**config.mk**
```make
export PLATFORM = sky130hd
export DESIGN_NAME = mem_access_stage_flat
export DESIGN_NICKNAME = d
export VERILOG_FILES = /design/src/rtl/mem_access_stage_pkg.sv /design/src/rtl/mem_access_stage_if.sv /design/src/rtl/mem_access_stage_timer.sv /design/src/rtl/mem_access_stage.sv /design/src/flat_wrapper.sv
export SDC_FILE = /design/constraint.sdc
export NUM_CORES = 1
export LEC_CHECK = 0
export CAP_MARGIN = 20
export CORE_ASPECT_RATIO = 2
export CORE_MARGIN = 2
export CORE_UTILIZATION = 43
export CTS_BUF_LIST = sky130_fd_sc_hd__clkbuf_8
export DETAILED_ROUTE_END_ITERATION = 8
export PLACE_DENSITY_LB_ADDON = 0.12
export SLEW_MARGIN = 20
export SYNTH_ARGS = -nofsm -noshare
export SYNTH_HDL_FRONTEND = slang
export SYNTH_SLANG_ARGS = --single-unit
```
**constraint.sdc**
```tcl
create_clock -name clk -period 2.4 [get_ports clk]
set_input_delay 0.48 -clock clk [delete_from_list [all_inputs] [get_ports clk]]
set_output_delay 0.48 -clock clk [all_outputs]
set_load 0.01 [all_outputs]
```
**src/rtl/mem_access_stage_pkg.sv**
```systemverilog
`default_nettype none
// ============================================================================
// Module   : mem_access_stage_pkg
// Purpose  : Shared types and constants for the MIPS MEM stage: FSM state
//            encoding, default bus widths, control-bit field positions and a
//            small alignment helper.
// Revision : 1.0  initial release
// ============================================================================
package mem_access_stage_pkg;

    localparam int DATA_W_DEF   = 32;
    localparam int PC_W_DEF     = 30;
    localparam int MAX_WAIT_DEF = 16;
    localparam int REG_IDX_W    = 5;

    // Bit positions of the EX->MEM control bundle, for callers that carry it packed.
    localparam int CTRL_BRANCH   = 0;
    localparam int CTRL_MEMREAD  = 1;
    localparam int CTRL_MEMWRITE = 2;
    localparam int CTRL_REGWRITE = 3;
    localparam int CTRL_MEMTOREG = 4;
    localparam int CTRL_W        = 5;

    typedef enum logic [0:0] {
        MEM_IDLE   = 1'b0,
        MEM_ACCESS = 1'b1
    } mem_state_t;

    function automatic logic is_word_aligned(input logic [1:0] byte_off);
        return (byte_off == 2'b00);
    endfunction

endpackage : mem_access_stage_pkg
`default_nettype wire

```
**src/rtl/mem_access_stage_if.sv**
```systemverilog
`default_nettype none
// ============================================================================
// Module   : mem_access_stage_if
// Purpose  : Data-memory request/acknowledge bus between the MEM stage
//            (master) and the data memory (slave).
// Signals  : memReq   master->slave  request, held until memAck or abort
//            memWe    master->slave  1 = write, 0 = read
//            memAddr  master->slave  word-aligned byte address
//            memWdata master->slave  store data
//            memRdata slave->master  load data, valid with memAck
//            memAck   slave->master  single-cycle completion pulse
// Revision : 1.0  initial release
// ============================================================================
interface mem_access_stage_if #(
    parameter int DATA_W = 32
);
    logic              memReq;
    logic              memWe;
    logic [DATA_W-1:0] memAddr;
    logic [DATA_W-1:0] memWdata;
    logic [DATA_W-1:0] memRdata;
    logic              memAck;

    modport master (
        output memReq, memWe, memAddr, memWdata,
        input  memRdata, memAck
    );

    modport slave (
        input  memReq, memWe, memAddr, memWdata,
        output memRdata, memAck
    );
endinterface : mem_access_stage_if
`default_nettype wire

```
**src/rtl/mem_access_stage_timer.sv**
```systemverilog
`default_nettype none
// ============================================================================
// Module   : mem_wait_timer
// Purpose  : Counts cycles spent waiting for a memory acknowledge.
// Ports    : clk       rising-edge clock
//            rst_n     asynchronous active-low reset
//            i_clear   synchronous clear to zero (has priority)
//            i_enable  increment once per cycle
//            o_expired count has reached MAX_WAIT-1
// Revision : 1.0  initial release
// ============================================================================
module mem_wait_timer #(
    parameter int MAX_WAIT = 16
) (
    input  wire logic clk,
    input  wire logic rst_n,
    input  wire logic i_clear,
    input  wire logic i_enable,
    output logic      o_expired
);
    localparam int CNT_W = $clog2(MAX_WAIT + 1);

    logic [CNT_W-1:0] r_cnt;

    // The owner leaves ACCESS on the expiry cycle, so the count never needs
    // to saturate.
    always_ff @(posedge clk or negedge rst_n) begin
        if (!rst_n) begin
            r_cnt <= '0;
        end else if (i_clear) begin
            r_cnt <= '0;
        end else if (i_enable) begin
            r_cnt <= r_cnt + 1'b1;
        end
    end

    assign o_expired = (r_cnt == CNT_W'(MAX_WAIT - 1));

endmodule : mem_wait_timer
`default_nettype wire

```
**src/rtl/mem_access_stage.sv**
```systemverilog
`default_nettype none
// ============================================================================
// Module   : mem_access_stage
// Purpose  : MIPS MEM stage. Accepts one EX result at a time, performs a
//            load/store over the req/ack data-memory bus (stalling upstream
//            while waiting), resolves branches and emits one registered
//            MEM/WB result per accepted instruction.
// Ports    : clk, rst_n          clock, asynchronous active-low reset
//            i_inValid ..        EX result and MEM/WB control bits
//            o_stall             1 while a memory access is outstanding
//            o_pcSrc/o_branchTarget  registered branch decision and target
//            o_wb*               MEM/WB result (o_wbValid is a 1-cycle pulse)
//            o_alignErr/o_busErr 1-cycle error pulses, coincident with o_wbValid
//            mem_bus             data-memory request/ack bus (master side)
// Revision : 1.0  initial release
// ============================================================================
module mem_access_stage
    import mem_access_stage_pkg::*;
#(
    parameter int DATA_W   = DATA_W_DEF,
    parameter int PC_W     = PC_W_DEF,
    parameter int MAX_WAIT = MAX_WAIT_DEF
) (
    input  wire logic                 clk,
    input  wire logic                 rst_n,
    input  wire logic                 i_inValid,
    input  wire logic [DATA_W-1:0]    i_aluRes,
    input  wire logic [DATA_W-1:0]    i_storeData,
    input  wire logic [REG_IDX_W-1:0] i_destReg,
    input  wire logic                 i_zero,
    input  wire logic [PC_W-1:0]      i_branchdst,
    input  wire logic                 i_branch,
    input  wire logic                 i_memRead,
    input  wire logic                 i_memWrite,
    input  wire logic                 i_regWrite,
    input  wire logic                 i_memToReg,
    output logic                      o_stall,
    output logic                      o_pcSrc,
    output logic [PC_W-1:0]           o_branchTarget,
    output logic                      o_wbValid,
    output logic [DATA_W-1:0]         o_wbData,
    output logic [REG_IDX_W-1:0]      o_wbDest,
    output logic                      o_wbRegWrite,
    output logic                      o_alignErr,
    output logic                      o_busErr,
    mem_access_stage_if.master        mem_bus
);

    mem_state_t r_state;
    mem_state_t w_state_nxt;

    // Request held for the duration of ACCESS
    logic [DATA_W-1:0]    r_addr;
    logic [DATA_W-1:0]    r_wdata;
    logic                 r_we;
    logic [REG_IDX_W-1:0] r_dest;
    logic                 r_regWrite;
    logic                 r_memToReg;

    // MEM/WB output register
    logic                 r_wbValid;
    logic [DATA_W-1:0]    r_wbData;
    logic [REG_IDX_W-1:0] r_wbDest;
    logic                 r_wbRegWrite;
    logic                 r_alignErr;
    logic                 r_busErr;
    logic                 r_pcSrc;
    logic [PC_W-1:0]      r_branchTarget;

    logic w_in_access;
    logic w_accept;
    logic w_memOp;
    logic w_start;
    logic w_ack;
    logic w_timeout;
    logic w_expired;

    assign w_in_access = (r_state == MEM_ACCESS);
    assign w_accept    = (r_state == MEM_IDLE) && i_inValid;
    assign w_memOp     = i_memRead || i_memWrite;
    assign w_start     = w_accept && w_memOp && is_word_aligned(i_aluRes[1:0]);
    assign w_ack       = w_in_access && mem_bus.memAck;
    // An acknowledge arriving on the expiry cycle still completes normally.
    assign w_timeout   = w_in_access && w_expired && !mem_bus.memAck;

    mem_wait_timer #(
        .MAX_WAIT (MAX_WAIT)
    ) u_wait_timer (
        .clk       (clk),
        .rst_n     (rst_n),
        .i_clear   (!w_in_access),
        .i_enable  (w_in_access),
        .o_expired (w_expired)
    );

    // ---------------------------------------------------------------- FSM
    always_ff @(posedge clk or negedge rst_n) begin
        if (!rst_n) begin
            r_state <= MEM_IDLE;
        end else begin
            r_state <= w_state_nxt;
        end
    end

    always_comb begin
        w_state_nxt = r_state;
        case (r_state)
            MEM_IDLE: begin
                if (w_start) begin
                    w_state_nxt = MEM_ACCESS;
                end
            end
            MEM_ACCESS: begin
                if (w_ack || w_timeout) begin
                    w_state_nxt = MEM_IDLE;
                end
            end
            default: w_state_nxt = MEM_IDLE;
        endcase
    end

    // ------------------------------------------------------ request capture
    always_ff @(posedge clk or negedge rst_n) begin
        if (!rst_n) begin
            r_addr     <= '0;
            r_wdata    <= '0;
            r_we       <= 1'b0;
            r_dest     <= '0;
            r_regWrite <= 1'b0;
            r_memToReg <= 1'b0;
        end else if (w_start) begin
            r_addr     <= i_aluRes;
            r_wdata    <= i_storeData;
            r_we       <= i_memWrite;   // read+write together resolves to write
            r_dest     <= i_destReg;
            r_regWrite <= i_regWrite;
            r_memToReg <= i_memToReg;
        end
    end

    // ------------------------------------------------------- MEM/WB register
    always_ff @(posedge clk or negedge rst_n) begin
        if (!rst_n) begin
            r_wbValid      <= 1'b0;
            r_wbData       <= '0;
            r_wbDest       <= '0;
            r_wbRegWrite   <= 1'b0;
            r_alignErr     <= 1'b0;
            r_busErr       <= 1'b0;
            r_pcSrc        <= 1'b0;
            r_branchTarget <= '0;
        end else begin
            // Pulses fall unless a new result is produced this edge.
            r_wbValid  <= 1'b0;
            r_alignErr <= 1'b0;
            r_busErr   <= 1'b0;
            r_pcSrc    <= 1'b0;
            if (w_accept && !w_start) begin
                // Non-memory op or misaligned memory op: single-cycle result.
                r_wbValid      <= 1'b1;
                r_wbData       <= i_aluRes;
                r_wbDest       <= i_destReg;
                r_branchTarget <= i_branchdst;
                if (w_memOp) begin
                    r_wbRegWrite <= 1'b0;
                    r_alignErr   <= 1'b1;
                end else begin
                    r_wbRegWrite <= i_regWrite;
                    r_pcSrc      <= i_branch && i_zero;
                end
            end else if (w_ack) begin
                r_wbValid    <= 1'b1;
                r_wbData     <= (!r_we && r_memToReg) ? mem_bus.memRdata : r_addr;
                r_wbDest     <= r_dest;
                r_wbRegWrite <= r_regWrite && !r_we;
            end else if (w_timeout) begin
                r_wbValid    <= 1'b1;
                r_wbData     <= r_addr;
                r_wbDest     <= r_dest;
                r_wbRegWrite <= 1'b0;
                r_busErr     <= 1'b1;
            end
        end
    end

    // memReq is the ACCESS state itself, so it drops with the async reset.
    assign mem_bus.memReq   = w_in_access;
    assign mem_bus.memWe    = r_we;
    assign mem_bus.memAddr  = r_addr;
    assign mem_bus.memWdata = r_wdata;

    assign o_stall        = w_in_access;
    assign o_pcSrc        = r_pcSrc;
    assign o_branchTarget = r_branchTarget;
    assign o_wbValid      = r_wbValid;
    assign o_wbData       = r_wbData;
    assign o_wbDest       = r_wbDest;
    assign o_wbRegWrite   = r_wbRegWrite;
    assign o_alignErr     = r_alignErr;
    assign o_busErr       = r_busErr;

endmodule : mem_access_stage
`default_nettype wire

```
**src/flat_wrapper.sv**
```systemverilog
// flat-port wrapper written by rule: the top's interface ports become plain ports
module mem_access_stage_flat import mem_access_stage_pkg::*;
#(
    parameter int DATA_W   = DATA_W_DEF,
    parameter int PC_W     = PC_W_DEF,
    parameter int MAX_WAIT = MAX_WAIT_DEF
)
  (clk, rst_n, i_inValid, i_aluRes, i_storeData, i_destReg, i_zero, i_branchdst, i_branch, i_memRead, i_memWrite, i_regWrite, i_memToReg, o_stall, o_pcSrc, o_branchTarget, o_wbValid, o_wbData, o_wbDest, o_wbRegWrite, o_alignErr, o_busErr, mem_bus_memReq, mem_bus_memWe, mem_bus_memAddr, mem_bus_memWdata, mem_bus_memRdata, mem_bus_memAck);
  mem_access_stage_if #(.DATA_W(DATA_W)) mem_bus_i ();
  input  wire logic clk;
  input  wire logic rst_n;
  input  wire logic i_inValid;
  input  wire logic [DATA_W-1:0] i_aluRes;
  input  wire logic [DATA_W-1:0] i_storeData;
  input  wire logic [REG_IDX_W-1:0] i_destReg;
  input  wire logic i_zero;
  input  wire logic [PC_W-1:0] i_branchdst;
  input  wire logic i_branch;
  input  wire logic i_memRead;
  input  wire logic i_memWrite;
  input  wire logic i_regWrite;
  input  wire logic i_memToReg;
  output logic o_stall;
  output logic o_pcSrc;
  output logic [PC_W-1:0] o_branchTarget;
  output logic o_wbValid;
  output logic [DATA_W-1:0] o_wbData;
  output logic [REG_IDX_W-1:0] o_wbDest;
  output logic o_wbRegWrite;
  output logic o_alignErr;
  output logic o_busErr;
  output wire logic [$bits(mem_bus_i.memReq)-1:0] mem_bus_memReq;
  output wire logic [$bits(mem_bus_i.memWe)-1:0] mem_bus_memWe;
  output wire logic [$bits(mem_bus_i.memAddr)-1:0] mem_bus_memAddr;
  output wire logic [$bits(mem_bus_i.memWdata)-1:0] mem_bus_memWdata;
  input wire logic [$bits(mem_bus_i.memRdata)-1:0] mem_bus_memRdata;
  input wire logic [$bits(mem_bus_i.memAck)-1:0] mem_bus_memAck;
  assign mem_bus_memReq = mem_bus_i.memReq;
  assign mem_bus_memWe = mem_bus_i.memWe;
  assign mem_bus_memAddr = mem_bus_i.memAddr;
  assign mem_bus_memWdata = mem_bus_i.memWdata;
  assign mem_bus_i.memRdata = mem_bus_memRdata;
  assign mem_bus_i.memAck = mem_bus_memAck;
  mem_access_stage #(.DATA_W(DATA_W), .PC_W(PC_W), .MAX_WAIT(MAX_WAIT)) u_core (.clk(clk), .rst_n(rst_n), .i_inValid(i_inValid), .i_aluRes(i_aluRes), .i_storeData(i_storeData), .i_destReg(i_destReg), .i_zero(i_zero), .i_branchdst(i_branchdst), .i_branch(i_branch), .i_memRead(i_memRead), .i_memWrite(i_memWrite), .i_regWrite(i_regWrite), .i_memToReg(i_memToReg), .o_stall(o_stall), .o_pcSrc(o_pcSrc), .o_branchTarget(o_branchTarget), .o_wbValid(o_wbValid), .o_wbData(o_wbData), .o_wbDest(o_wbDest), .o_wbRegWrite(o_wbRegWrite), .o_alignErr(o_alignErr), .o_busErr(o_busErr), .mem_bus(mem_bus_i));
endmodule
```
# Word level (Yosys, flattened, before mapping)
# Index checks and enable logic that the tools add are counted.
# totals
wordCells,60
inputBits,141
ff_bits,150
output_inout_bits,139
# classes
n_mux,24
eq_ne,1
n_reduce_logical,17
bitwise,1
addsub,1
# ops
cell,n
$mux 32,4
$mux 5,4
$mux 1,15
$logic_and 1x1->1,10
$add 5x1->5 const B,1
$eq 5x4->1 const B,1
$logic_not 1->1,3
$reduce_bool 3->1,1
$logic_not 2->1,1
$logic_or 1x1->1,2
$pmux 1 s2,1
$not 1->1,1

# Depth between registers and ports, before layout
# depth
word_depth,7
mapped_depth,7
mapped_depth_nobuf,7

# By module
# A second synthesis with hierarchy kept.
# hier_totals
cells_unflattened,526
hier_area_um2,6178.4
# modules_own_cells
module,cells_each,n_inst,area_each_um2,seq_area_each_um2
mem_access_stage,503,1,5908.2,3628.5
mem_wait_timer,23,1,270.3,125.1

# Worst setup path after synthesis
# Ideal clock, no wire load.
# synth_timing
path_type,register to register
from,reg u_core.u_wait_timer.r_cnt[0]
to,"reg u_core.r_wbData[10], in the netlist u_core.o_wbData[10]"
arrival_time_ns,1.863
path_stages_with_launch,8
setup_slack_ns,0.411
path_buffers,1
period_less_slack_ns,1.989
required_time_ns,2.274
path_cell_list,dfrtp_1 ha_1 and3_1 ha_1 o21ai_1 clkbuf_1 a21oi_1 a221o_1
# synth_between
elab_chain_cells,4
# synth_rtl
item,line,text
from (decl),mem_access_stage_timer.sv:23,logic [CNT_W-1:0] r_cnt;
from (signal assigned),mem_access_stage_timer.sv:33,r_cnt <= r_cnt + 1'b1;
$eq 5x4->1,mem_access_stage_timer.sv:37,assign o_expired = (r_cnt == CNT_W'(MAX_WAIT - 1));
$logic_and 1x1->1 (2 in a row),mem_access_stage.sv:84,assign w_timeout = w_in_access && w_expired && !mem_bus.memAck;
$reduce_bool 3->1 (no source line),n/a,
to (signal assigned),mem_access_stage.sv:161,r_wbData <= i_aluRes;
to (signal assigned),mem_access_stage.sv:173,r_wbData <= (!r_we && r_memToReg) ? mem_bus.memRdata : r_addr;
to (signal assigned),mem_access_stage.sv:178,r_wbData <= r_addr;
to (decl),mem_access_stage.sv:62,logic [DATA_W-1:0] r_wbData;
# No other way between the ends.
# A chain may end at the register's enable or synchronous reset.

# Final worst setup path
# layout_timing
from,"reg u_core.r_state, in the netlist u_core.mem_bus.memReq"
to,out o_stall
# layout_lines
item,line,text
from (decl),mem_access_stage.sv:49,mem_state_t r_state;
from (signal assigned),mem_access_stage.sv:101,r_state <= w_state_nxt;
to (decl),flat_wrapper.sv:23,output logic o_stall;
# No word-level cell between the ends.

==> flow_summary.yaml <==
synth:
  synth_top_family_by_area: "multiplexers"
  synth.area.mux_share_pct: 18.6
  synth_cell_types: 34
  syn_inst: 455
  synth_compound_gate_area_share_pct: 9.76
  syn-mean-instance-area_sq_um: 13.4
  yosysWarnings: 0
  yosysSeqAreaShare_pct: 61.5
  synth_fp_nets: 598
  syn-cell-area_sq_um: 6100
  synth_seq_cells: 150
  yosys.area_share.simple_pct: 6.52
  synthAdderAreaFrac_pct: 0.410
  synth-xor-area-share_pct: 0.287
drt:
  wl_per_cell_um: 19.0
  dr.first_iter.drc_count: 216
  vias: 4926
  antenna_left: 0
  firstDrtPassIters: 5
  viasPerCell: 5.20
  drc_errors: 0
  routed_wl_um: 18000
floorplan:
  fp.dieH_um: 173
  die_w_um: 88.3
  dieArea_sq_um: 15200
  num_io_pins: 280
  floorplan.rows: 61
  core_sq_um: 13900
  start_util_pct: 43.9
sta:
  setup_viol: 0
  fin_ws_ns: 0.303
  max_freq_ghz: 0.477
  grt_setup_unrepaired: "false"
  drv_slew: 0
  worst_slew_pin_slew_ns: 0.532
  period_share_pct: 87.4
  min_period_ns: 2.10
  max_slew_margin_pct: 64.6
  fin_skew_ns: 0.0159
  final.setup.tns_ns: 0
  finalHoldViolCount: 0
clock_tree:
  numCtsBuffers: 17
  clock_latency_ns: 0.45
  clk_path_buf_depth: 2
  cts_tree: "yes"
  cts_max_level: 4
  post-cts-setup-buffers: 0
  path_clk_slew_ns: 0.07
  root_buffer: "clkbuf_8"
  clock-sinks: 150
setup_path:
  worst_setup_path_end_kind: "output port"
  cp.arrival_ns: 1.62
  cp.required_ns: 1.92
  critPathKind: "flop to output port"
  path_max_fanout: 14
  start_kind: "flop"
grt:
  grt_usage_pct: 24.0
  grt_max_degree: 66
  antenna_found_initial: 1
  use_met1_pct: 25.2
  grt_pass1_vias: 5405
  use_met2_pct: 42.4
  grt_use_met3_pct: 8.06
  grt.overflow.total: 0
  gr-max-usage-layer: "met2"
  grt_pass1_wl_um: 27900
final_layout:
  area_delta_synth_final_pct: 58.2
  final_nets: 887
  fin_util_pct: 69.5
  fin_cells: 947
  layout-drive-gt1-share_pct: 19.7
power:
  p_per_area_nw_per_um2: 1210
  p_comb_share_pct: 44.5
  internal_power_uw: 7970
  netSwitchingFraction_pct: 31.9
  p_sw_uw: 3730
  irDropWorstVdd_mv: 0.672
  p_leak_uw: 0.00414
  pwr-share-seq_pct: 37.9
  clkPwrFrac_pct: 17.5
placed_design:
  gp_routability_congestion: 0.827
  dp_slack_ns: 0.155
  dp.cells: 913
  portBuffers: 279
  hpwl_um: 13300
worst_hold_path:
  hold_path.class: "flop to flop"
outcome:
  outcome: "finished clean"
job:
  maxCapViolations: 0
-- cell families (layout without fill, tap and decap cells) --
logic type               after synthesis  in the layout
adder cells (fa/ha/maj)                2              2
other                                  0              1
AND/OR/NAND/NOR                       91             91
AO/OA/AOI/OAI                         78             78
XOR/XNOR                               2              2
flip-flops                           150            150
buffers and inverters                 31            333
multiplexers                         101            101
-- registers in the layout, indices dropped and copies added (netlist names), 5 cells and up --
name                       count
u_core.r_dest                  5
u_core.mem_bus.memWdata       32
u_core.o_wbDest                5
u_core.mem_bus.memAddr        32
u_core.u_wait_timer.r_cnt      5
u_core.o_branchTarget         30
u_core.o_wbData               32
-- cells in the mapped netlist --
master | instances | area share, %
nor2_4 | 1 | 0.18
a21o_1 | 5 | 0.61
ha_1 | 2 | 0.41
nand3_1 | 1 | 0.082
a2bb2oi_1 | 1 | 0.14
xor2_1 | 1 | 0.14
and4b_1 | 1 | 0.16
nand4b_1 | 1 | 0.14
a32o_1 | 1 | 0.16
nor3_1 | 3 | 0.25
o21ai_0 | 1 | 0.082
a21oi_1 | 30 | 2.5
o32ai_1 | 1 | 0.14
o31a_1 | 1 | 0.14
and2_1 | 5 | 0.51
buf_4 | 1 | 0.12
nor2_1 | 6 | 0.37
nand2_1 | 65 | 4.0
a221o_1 | 31 | 5.1
xnor2_1 | 1 | 0.14
mux2i_1 | 1 | 0.16
and3_1 | 3 | 0.31
clkbuf_1 | 6 | 0.37
buf_6 | 5 | 0.92
dfrtp_1 | 150 | 61
o21a_1 | 1 | 0.12
mux2_1 | 5 | 0.92
o21ai_1 | 1 | 0.082
mux2_2 | 95 | 18
nand2b_1 | 1 | 0.10
nor2b_1 | 4 | 0.41
inv_1 | 2 | 0.12
buf_2 | 17 | 1.4
a22o_1 | 5 | 0.72
-- layout make-up --
class                   count  area [sq um]
fillers                  1094          4230
flip-flops and latches    150          3750
repair buffers            299          3050
multi-input cells         274          2190
clock buffers              18           248
well taps                 189           236
clock inverters            14           174
inverters                   2          7.51
diodes                      1          2.50
-- repair_timing --
| action | CTS | global route |
|---|---|---|
| gates resized for setup | 0 | 0 |
| hold buffers | 1 | 0 |
| hold endpoints to repair | 12 | 0 |
| endpoints found under the setup margin | 0 | 0 |
-- cells in the final DEF, fill, tap and decap left out, types with 2 or more instances in the layout --
cell / count
and2_1: 5
clkdlybuf4s50_1: 278
dfrtp_1: 150
mux2_1: 5
a21oi_1: 30
clkbuf_8: 18
nor2_1: 6
bufinv_16: 3
buf_4: 11
nand2_1: 64
a221o_1: 31
ha_1: 2
and3_1: 3
a22o_1: 5
buf_12: 8
nor3_1: 3
a21o_1: 5
mux2_2: 95
clkinv_4: 3
inv_1: 4
nor2b_1: 4
inv_6: 3
-- worst max-delay path: stages (launching register included) --
cell             delay, ns
dfrtp_1               0.37
buf_4                 0.21
clkdlybuf4s50_1       0.61
-- power by group through the flow --
| stage | Combinational (uW) | Sequential (uW) | Clock, uW |
|---|---|---|---|
| after floorplan | 1650 | 4900 | 0 |
| after global placement | 5160 | 4410 | 0 |
| after detailed placement | 5260 | 4470 | 0 |
| after CTS | 5290 | 4440 | 2090 |
| after global routing | 5570 | 4580 | 2200 |
| final | 5210 | 4440 | 2050 |
-- through the flow --
step	total power, uW	instance area, sq um	hold WS [ns]
2_1_floorplan	6550	6100	0.184
3_3_place_gp	9570	9230	0.447
3_5_place_dp	9730	9230	0.453
4_1_cts	11800	9660	0.469
5_1_grt	12300	9660	0.492
6_report	11700	9660	0.475
-- per-layer routing --
layer,up-vias,part of all wire [%]
li1,2207,-
met1,2446,34
met2,235,54
met3,38,8.5
met4,0,3.2
met5,-,0
-- final timing paths --
| check | start | end | slack [ns] | depth (start not counted) |
|---|---|---|---|---|
| max | u_core.mem_bus.memReq | o_stall | 0.30 | 2 |
| min | u_core.u_wait_timer.r_cnt[0] | u_core.u_wait_timer.r_cnt[0] | 0.47 | 1 |
| max reg2reg | u_core.u_wait_timer.r_cnt[0] | u_core.o_wbData[19] | 0.38 | 7 |
| min reg2reg | u_core.u_wait_timer.r_cnt[0] | u_core.u_wait_timer.r_cnt[0] | 0.47 | 1 |
| max in group asynchronous | rst_n | u_core.o_busErr | 1.06 | 3 |
| min in group asynchronous | rst_n | u_core.o_branchTarget[10] | 0.54 | 2 |
Note: power is estimated with default switching activity, not from simulation.
